--- config.mk ---
export PLATFORM = sky130hd
export DESIGN_NAME = host_cmd_parser
export DESIGN_NICKNAME = d
export VERILOG_FILES = /design/src/rtl/host_cmd_parser.sv
export SDC_FILE = /design/constraint.sdc
export NUM_CORES = 1
export LEC_CHECK = 0
export CORE_UTILIZATION = 60
export CTS_BUF_LIST = sky130_fd_sc_hd__clkbuf_4 sky130_fd_sc_hd__clkbuf_8
export CTS_CLUSTER_DIAMETER = 50
export DETAILED_ROUTE_END_ITERATION = 16
export GPL_TIMING_DRIVEN = 0
export PLACE_DENSITY = 0.88
export SLEW_MARGIN = 20
export SYNTH_ARGS = -nofsm -noshare
export SYNTH_HDL_FRONTEND = slang
export SYNTH_SLANG_ARGS = --single-unit
--- constraint.sdc ---
create_clock -name iClk -period 5.7 [get_ports iClk]
set_input_delay 1.14 -clock iClk [delete_from_list [all_inputs] [get_ports iClk]]
set_output_delay 1.14 -clock iClk [all_outputs]
set_load 0.01 [all_outputs]
--- src/rtl/host_cmd_parser.sv ---
// Host command parser: frames request packets popped from the bridge RX FIFO, runs one register access, pushes a 4-byte response.
// Latency: 2 cycles per received byte; register strobe at CHK capture +1, first response push at +3.
// Backpressure: pops only while RX is not empty; pushes only while TX is not full, and the byte index holds while full.
module host_cmd_parser #(
    parameter int unsigned pTimeout  = 50000,
    parameter logic [7:0]  pSync     = 8'hA5,
    parameter logic [7:0]  pRespSync = 8'h5A
) (
    input  logic       iClk,
    input  logic       iRst,
    output logic       oRxEn,
    input  logic       iRxEmpty,
    input  logic [7:0] iRxData,
    output logic       oTxEn,
    output logic [7:0] oTxData,
    input  logic       iTxFull,
    output logic [7:0] oRegAddr,
    output logic [7:0] oRegWrData,
    output logic       oRegWr,
    output logic       oRegRd,
    input  logic [7:0] iRegRdData,
    output logic       oBusy,
    output logic [7:0] oErrCount
);

    localparam int TW = $clog2(pTimeout + 1);

    localparam logic [2:0] ST_SYNC = 3'd0;
    localparam logic [2:0] ST_CMD  = 3'd1;
    localparam logic [2:0] ST_ADDR = 3'd2;
    localparam logic [2:0] ST_DATA = 3'd3;
    localparam logic [2:0] ST_CHK  = 3'd4;
    localparam logic [2:0] ST_EXEC = 3'd5;
    localparam logic [2:0] ST_WAIT = 3'd6;
    localparam logic [2:0] ST_RESP = 3'd7;

    localparam logic [7:0] CMD_RD      = 8'h01;
    localparam logic [7:0] CMD_WR      = 8'h02;
    localparam logic [7:0] STAT_OK     = 8'h00;
    localparam logic [7:0] STAT_BADCHK = 8'h01;
    localparam logic [7:0] STAT_BADCMD = 8'h02;

    logic [2:0]    state_q, state_d;
    logic          rx_en_q, rx_en_d;
    logic          cap_q;
    logic [TW-1:0] to_q, to_d;
    logic [7:0]    cmd_q, cmd_d;
    logic [7:0]    addr_q, addr_d;
    logic [7:0]    wdata_q, wdata_d;
    logic [7:0]    status_q, status_d;
    logic [7:0]    rdata_q, rdata_d;
    logic [2:0]    idx_q, idx_d;
    logic          tx_en_q, tx_en_d;
    logic [7:0]    tx_data_q, tx_data_d;
    logic          reg_wr_q, reg_wr_d;
    logic          reg_rd_q, reg_rd_d;
    logic [7:0]    err_q;
    logic          err_inc;

    logic          rx_state;
    logic          hdr_state;
    logic          capture;
    logic          timeout;
    logic [7:0]    chk_calc;
    logic          chk_ok;
    logic          cmd_ok;
    logic [7:0]    chk_status;
    logic [7:0]    resp_byte;

    // A capture is the cycle after a pop; the header states are the ones guarded by the idle timeout.
    assign rx_state   = (state_q <= ST_CHK);
    assign hdr_state  = (state_q >= ST_CMD) && (state_q <= ST_CHK);
    assign capture    = rx_state && cap_q;
    assign timeout    = hdr_state && !capture && (to_q == TW'(pTimeout - 1));

    // Checksum wins over command validity when both are wrong.
    assign chk_calc   = cmd_q ^ addr_q ^ ((cmd_q == CMD_WR) ? wdata_q : 8'h00);
    assign chk_ok     = (chk_calc == iRxData);
    assign cmd_ok     = (cmd_q == CMD_RD) || (cmd_q == CMD_WR);
    assign chk_status = !chk_ok ? STAT_BADCHK : (!cmd_ok ? STAT_BADCMD : STAT_OK);

    // Response byte selected by the push index.
    always_comb begin
        resp_byte = status_q ^ rdata_q;
        case (idx_q)
            3'd0:    resp_byte = pRespSync;
            3'd1:    resp_byte = status_q;
            3'd2:    resp_byte = rdata_q;
            default: resp_byte = status_q ^ rdata_q;
        endcase
    end

    // Packet FSM: byte framing, execute strobes, response sequencing and timeout abort.
    always_comb begin
        state_d   = state_q;
        cmd_d     = cmd_q;
        addr_d    = addr_q;
        wdata_d   = wdata_q;
        status_d  = status_q;
        rdata_d   = rdata_q;
        idx_d     = idx_q;
        tx_data_d = tx_data_q;
        tx_en_d   = 1'b0;
        reg_wr_d  = 1'b0;
        reg_rd_d  = 1'b0;
        err_inc   = 1'b0;
        case (state_q)
            ST_SYNC: begin
                if (capture && (iRxData == pSync)) state_d = ST_CMD;
            end
            ST_CMD: begin
                if (capture) begin
                    cmd_d   = iRxData;
                    state_d = ST_ADDR;
                end
            end
            ST_ADDR: begin
                if (capture) begin
                    addr_d  = iRxData;
                    state_d = (cmd_q == CMD_WR) ? ST_DATA : ST_CHK;
                end
            end
            ST_DATA: begin
                if (capture) begin
                    wdata_d = iRxData;
                    state_d = ST_CHK;
                end
            end
            ST_CHK: begin
                if (capture) begin
                    status_d = chk_status;
                    err_inc  = (chk_status != STAT_OK);
                    reg_wr_d = (chk_status == STAT_OK) && (cmd_q == CMD_WR);
                    reg_rd_d = (chk_status == STAT_OK) && (cmd_q == CMD_RD);
                    rdata_d  = ((chk_status == STAT_OK) && (cmd_q == CMD_WR)) ? wdata_q : 8'h00;
                    state_d  = ST_EXEC;
                end
            end
            ST_EXEC: begin
                state_d = ST_WAIT;
            end
            ST_WAIT: begin
                // Read data is valid exactly one cycle after the read strobe.
                if ((status_q == STAT_OK) && (cmd_q == CMD_RD)) rdata_d = iRegRdData;
                state_d = ST_RESP;
                if (!iTxFull) begin
                    tx_en_d   = 1'b1;
                    tx_data_d = pRespSync;
                    idx_d     = 3'd1;
                end else begin
                    idx_d     = 3'd0;
                end
            end
            default: begin
                // idx_q == 4 means the last push is on the bus this cycle.
                if (idx_q == 3'd4) begin
                    state_d = ST_SYNC;
                end else if (!iTxFull) begin
                    tx_en_d   = 1'b1;
                    tx_data_d = resp_byte;
                    idx_d     = idx_q + 3'd1;
                end
            end
        endcase
        if (timeout) begin
            state_d = ST_SYNC;
            err_inc = 1'b1;
        end
    end

    // Idle counter reloads on every capture and only runs inside the header states.
    always_comb begin
        to_d = '0;
        if (hdr_state && !capture && !timeout) to_d = to_q + TW'(1);
    end

    // Issue a pop only when none is outstanding and the next state still wants bytes.
    always_comb begin
        rx_en_d = !rx_en_q && (state_d <= ST_CHK) && !iRxEmpty;
    end

    // State and datapath registers with synchronous reset.
    always_ff @(posedge iClk) begin
        if (iRst) begin
            state_q   <= ST_SYNC;
            rx_en_q   <= 1'b0;
            cap_q     <= 1'b0;
            to_q      <= '0;
            cmd_q     <= 8'h00;
            addr_q    <= 8'h00;
            wdata_q   <= 8'h00;
            status_q  <= 8'h00;
            rdata_q   <= 8'h00;
            idx_q     <= 3'd0;
            tx_en_q   <= 1'b0;
            tx_data_q <= 8'h00;
            reg_wr_q  <= 1'b0;
            reg_rd_q  <= 1'b0;
            err_q     <= 8'h00;
        end else begin
            state_q   <= state_d;
            rx_en_q   <= rx_en_d;
            cap_q     <= rx_en_q;
            to_q      <= to_d;
            cmd_q     <= cmd_d;
            addr_q    <= addr_d;
            wdata_q   <= wdata_d;
            status_q  <= status_d;
            rdata_q   <= rdata_d;
            idx_q     <= idx_d;
            tx_en_q   <= tx_en_d;
            tx_data_q <= tx_data_d;
            reg_wr_q  <= reg_wr_d;
            reg_rd_q  <= reg_rd_d;
            if (err_inc && (err_q != 8'hFF)) err_q <= err_q + 8'd1;
        end
    end

    assign oRxEn      = rx_en_q;
    assign oTxEn      = tx_en_q;
    assign oTxData    = tx_data_q;
    assign oRegAddr   = addr_q;
    assign oRegWrData = wdata_q;
    assign oRegWr     = reg_wr_q;
    assign oRegRd     = reg_rd_q;
    assign oBusy      = (state_q != ST_SYNC);
    assign oErrCount  = err_q;

endmodule

# Word-level counts from Yosys, hierarchy flattened
# Cells that the tools add are included.
[totals]
reg_bits = 83
input_bits = 20
out_inout_bits = 37
word_cells = 113
[op_classes]
n_addsub = 3
order_cmp = 3
eq_ne = 19
muxes = 31
bitwise_logic = 8
n_reduce_logical = 34
[op_table]
columns = ["cell", "n"]
rows = [
  ["8-bit two-way mux", 7],
  ["8-bit case mux with 2 select lines", 2],
  ["3-bit two-way mux", 10],
  ["8-bit case mux with 3 select lines", 1],
  ["8-bit bitwise XOR", 3],
  ["3-bit case mux with 7 select lines", 1],
  ["16-bit by 1-bit adder with 16-bit output (second input constant)", 1],
  ["16-bit equality test (second input constant)", 1],
  ["8-bit zero test", 2],
  ["3-bit equality test (second input constant)", 4],
  ["1-bit logical AND", 12],
  ["3-bit by 2-bit equality test with 1-bit output (second input constant)", 3],
  ["3-bit AND reduction", 3],
  ["8-bit by 1-bit adder with 8-bit output (second input constant)", 1],
  ["8-bit by 1-bit equality test with 1-bit output (second input constant)", 1],
  ["8-bit by 2-bit equality test with 1-bit output (second input constant)", 1],
  ["8-bit equality test", 1],
  ["8-bit equality test (second input constant)", 1],
  ["8-bit inequality test (second input constant)", 1],
  ["2-bit AND reduction", 4],
  ["8-bit nonzero test", 1],
  ["3-bit by 1-bit equality test with 1-bit output (second input constant)", 2],
  ["3-bit <= comparator (second input constant)", 2],
  ["3-bit zero test", 2],
  ["other kinds (16)", 31],
]

# Longest topological paths before layout
[depth]
ltp_word = 10
ltp_mapped = 10
ltp_nobuf = 9

# Worst setup path after synthesis
# OpenSTA, ideal clock, no wires.
[synth_timing]
path_kind = "input port to flip-flop"
startpoint = "input iRxData[6]"
endpoint = "register err_q[5] (netlist: oErrCount[5])"
setup_ps = 121
arrival_ps = 3064
required_ps = 5579
slack_ps = 2515
path_stages = 8
cell_sequence = "xor3_2 xor2_1 o22ai_1 a22oi_2 nor4_4 a21oi_1 nand4_1 mux2_2"
[synth_between]
elab_chain_len = 7
[synth_lines]
columns = ["element", "line", "text"]
rows = [
  ["start, declared", "13", "input logic [7:0] iRxData,"],
  ["8-bit equality test", "78", "assign chk_ok = (chk_calc == iRxData);"],
  ["2-bit two-way mux", "80", "assign chk_status = !chk_ok ? STAT_BADCHK : (!cmd_ok ? STAT_BADCMD : STAT_OK);"],
  ["8-bit nonzero test", "132", "err_inc = (chk_status != STAT_OK);"],
  ["1-bit two-way mux", "130", "if (capture) begin"],
  ["1-bit two-way mux", "107", "case (state_q)"],
  ["1-bit two-way mux", "165", "if (timeout) begin"],
  ["1-bit logical AND", "215", "if (err_inc && (err_q != 8'hFF)) err_q <= err_q + 8'd1;"],
  ["end signal, assigned", "215", ""],
  ["end, declared", "57", "logic [7:0] err_q;"],
]
# No other way between the ends.
# A chain may end at the register's enable or synchronous reset.

# Worst setup path in the final report
[layout_timing]
startpoint = "input iRxData[6]"
endpoint = "register err_q[7] (netlist: oErrCount[7])"
# Same word-level chain as after synthesis.

==> results.yml <==
run_status:
  outcome: "finished, final reports clean"
synthesis:
  synthCells: 434
  syn_nets: 460
  syn_area_per_cell_um2: 8.681
  synth_simple_gate_area_share_pct: 26.04
  yosys.cell_count.top_type: "nor2_1"
  synth_top_family_by_area: "simple AND/OR/NAND/NOR gates"
  synth_cell_type_count: 52
  syn_area_um2: 3767
  yosys.area.top_type: "dfxtp_1"
  synth-compound-area-share_pct: 12.52
  synthFlopType: "dfxtp_1"
  synth_mux_area_share_pct: 5.679
  async_flop_share_pct: 0
  synth_edf_count: 0
  synth-adder-area-share_pct: 1.993
  yosysSeqAreaShare_pct: 40.92
  ys_top_cells_by_area: "dfxtp_1, nor2_1, mux2i_1"
  synth-seq-cells: 77
  synth_common_cells: "nor2_1, dfxtp_1, nand2_1, a21oi_1"
  yosys_warnings: 0
  synth-xor-area-share_pct: 9.797
  synth_top_area_share_pct: 40.92
placement:
  placed_area_um2: 4402
  place_inst: 563
  place_congestion: 0.8430
  hpwl_mm: 6.578
  numPortBuffers: 54
pwr:
  swShare_pct: 23.42
  switchingPower_uw: 227.8
  power_density_nw_per_um2: 212.2
  p_comb_share_pct: 4.6
  p_clk_share_pct: 40.0
  p_leak_nw: 1.618
  seq_power_share_pct: 55.4
  power.internal_uw: 744.7
  power_uw: 972.5
  vdd_drop_max_mv: 0.1576
sta:
  whs_ps: 445.1
  slew_headroom_pct: 40.42
  finalSetupViolCount: 0
  drv_slew: 0
  fin_skew_ps: 6.947
  fmax_mhz: 271.0
  period_share_pct: 64.74
  min_period_ps: 3690
  finalHoldViolations: 0
  tightestPinTransition_ps: 888.9
  rsz0062_at_grt: "no"
  fin_tns_setup_ps: 0
global_routing:
  grt-ovfl-total: 0
  grt_first_pass_wirelength_mm: 14.46
  first_global_vias: 3241
  gr-usage-all-layers_pct: 29.06
  antenna_found_initial: 0
  grt_max_degree: 13
setup_path:
  critPathCaptureType: "flip-flop"
  r2r_slack_ps: 2980
  timing.rr.end: "oErrCount[7]"
  cp_data_arrival_time_ps: 3950
  rr_worst_depth: 8
  cp_max_fo: 7
  r2r-start: "oRegAddr[1]"
  critPathRequiredTime_ps: 5960
  cp-start-kind: "primary input"
  crit_type: "in2reg"
job:
  max_cap_violations: 0
die:
  die_area_um2: 6600
  die_x_um: 81.24
  initial_core_util_pct: 62.89
  die_y_um: 81.24
  ioPinCount: 57
  core_um2: 5991
  rows: 28
detailed_routing:
  vias_per_cell: 5.850
  drtIter0Drc: 201
  wl_per_cell_um: 15.46
  antenna_left: 0
  drtPass1Iterations: 7
  drc: 0
  wl_mm: 8.949
  vias: 3387
clocking:
  cts_root_buffer: "clkbuf_8"
  hold_buffers: 0
  clk_path_buf_depth: 2
  cts.clk_slew.worst_paths_ps: 80
  cts_resized: 0
  clock_latency_ps: 360
  ctsHtreeMaxLevel: 3
  cts_sinks: 77
  cts_tree: "done"
  post-cts-setup-buffers: 0
  numCtsBuffers: 9
min_path:
  holdPathStages: 1
  whs_endpoint: "to_q[0]"
  holdCritStartpoint: "to_q[0]"
  worstHoldPathType: "reg2reg"
cells_and_area:
  layout-drive-gt1-share_pct: 6.944
  fill_cells: 436
  nets: 525
  syn_to_final_growth_pct: 21.65
  final_cells: 579
  n_antenna_cell: 0
  final_area_um2: 4583
-- logic make-up (layout without fill, tap and decap cells) --
| family | Yosys count | after routing |
|---|---|---|
| AO/OA/AOI/OAI | 72 | 72 |
| XOR/XNOR | 28 | 28 |
| adder cells (fa/ha/maj) | 6 | 6 |
| buffers and inverters | 27 | 97 |
| flip-flops | 77 | 77 |
| multiplexers | 21 | 21 |
| AND/OR/NAND/NOR | 203 | 203 |
-- power by group through the flow --
| stage | registers, mW | clock network, mW | logic, mW |
|---|---|---|---|
| 3_5_place_dp | 0.551 | 0 | 0.0436 |
| 5_1_grt | 0.538 | 0.410 | 0.0474 |
| 4_1_cts | 0.538 | 0.387 | 0.0442 |
| 3_3_place_gp | 0.551 | 0 | 0.0434 |
| 6_report | 0.538 | 0.389 | 0.0449 |
| 2_1_floorplan | 0.551 | 0 | 0.0213 |
-- per-layer routing --
metal  wire, um  vias up  track usage (%)
li1           -     1655                -
met5          0        -                0
met3        395       24            5.843
met2       4280       97            47.73
met1       4040     1611            36.24
met4        233        0            14.29
-- placed cells by master (no fill, tap or decap), drive strengths merged, types with 9 or more instances in the layout --
cell type / netlist / routed
a221oi: 9 / 9
nand2: 41 / 41
o21ai: 12 / 12
nand3: 11 / 11
xor2: 10 / 10
clkdlybuf4s50: 0 / 54
nor2: 80 / 80
dfxtp: 77 / 77
a21oi: 25 / 25
nor3: 19 / 19
xnor2: 10 / 10
clkbuf: 12 / 24
mux2i: 18 / 18
and3: 9 / 9
-- final cells by class --
type                       count  area [um2]  share of cell area (%)
inverter                       7       26.28                  0.5733
sequential                    77        1541                   33.63
multi-input combinational    330        2111                   46.06
clock inverter                 4       22.52                  0.4914
tap                           75       93.84                   2.048
clock buffer                  12       158.9                   3.467
timing repair buffer          54       540.5                   11.79
buffer                        20       88.84                   1.938
-- per-stage QoR --
step	util, %	setup slack [ps]
2_1_floorplan	-	2515
6_report	76.50	2010
3_3_place_gp	73.48	1710
5_1_grt	76.50	1892
3_5_place_dp	73.48	1667
4_1_cts	76.50	2036
-- critical path, stage by stage --
cell and delay (ps):
clkdlybuf4s50_1 570, xor3_2 530, xor2_1 160, o22ai_1 200
a22oi_2 90, nor4_4 450, a21oi_1 280, nand4_1 180
mux2_2 330
-- how the worst max path moves through the flow --
stage               start           end  slack, ps  depth (start not counted)
2_1_floorplan  iRxData[6]  oErrCount[5]       2520                          8
3_3_place_gp   iRxData[6]  oErrCount[5]       1710                          9
3_5_place_dp   iRxData[6]  oErrCount[5]       1670                          9
4_1_cts        iRxData[6]  oErrCount[5]       2040                          9
5_1_grt        iRxData[6]  oErrCount[7]       1890                          9
6_report       iRxData[6]  oErrCount[7]       2010                          9
-- sequential cells by signal (all words and copies together), names as in the netlist --
name	cells
cap_q	1
cmd_q	8
idx_q	3
oErrCount	8
oRegAddr	8
oRegRd	1
oRegWr	1
oRegWrData	8
oRxEn	1
oTxData	8
oTxEn	1
rdata_q	8
state_q	3
status_q	2
to_q	16
(Power assumes the default switching activity.)
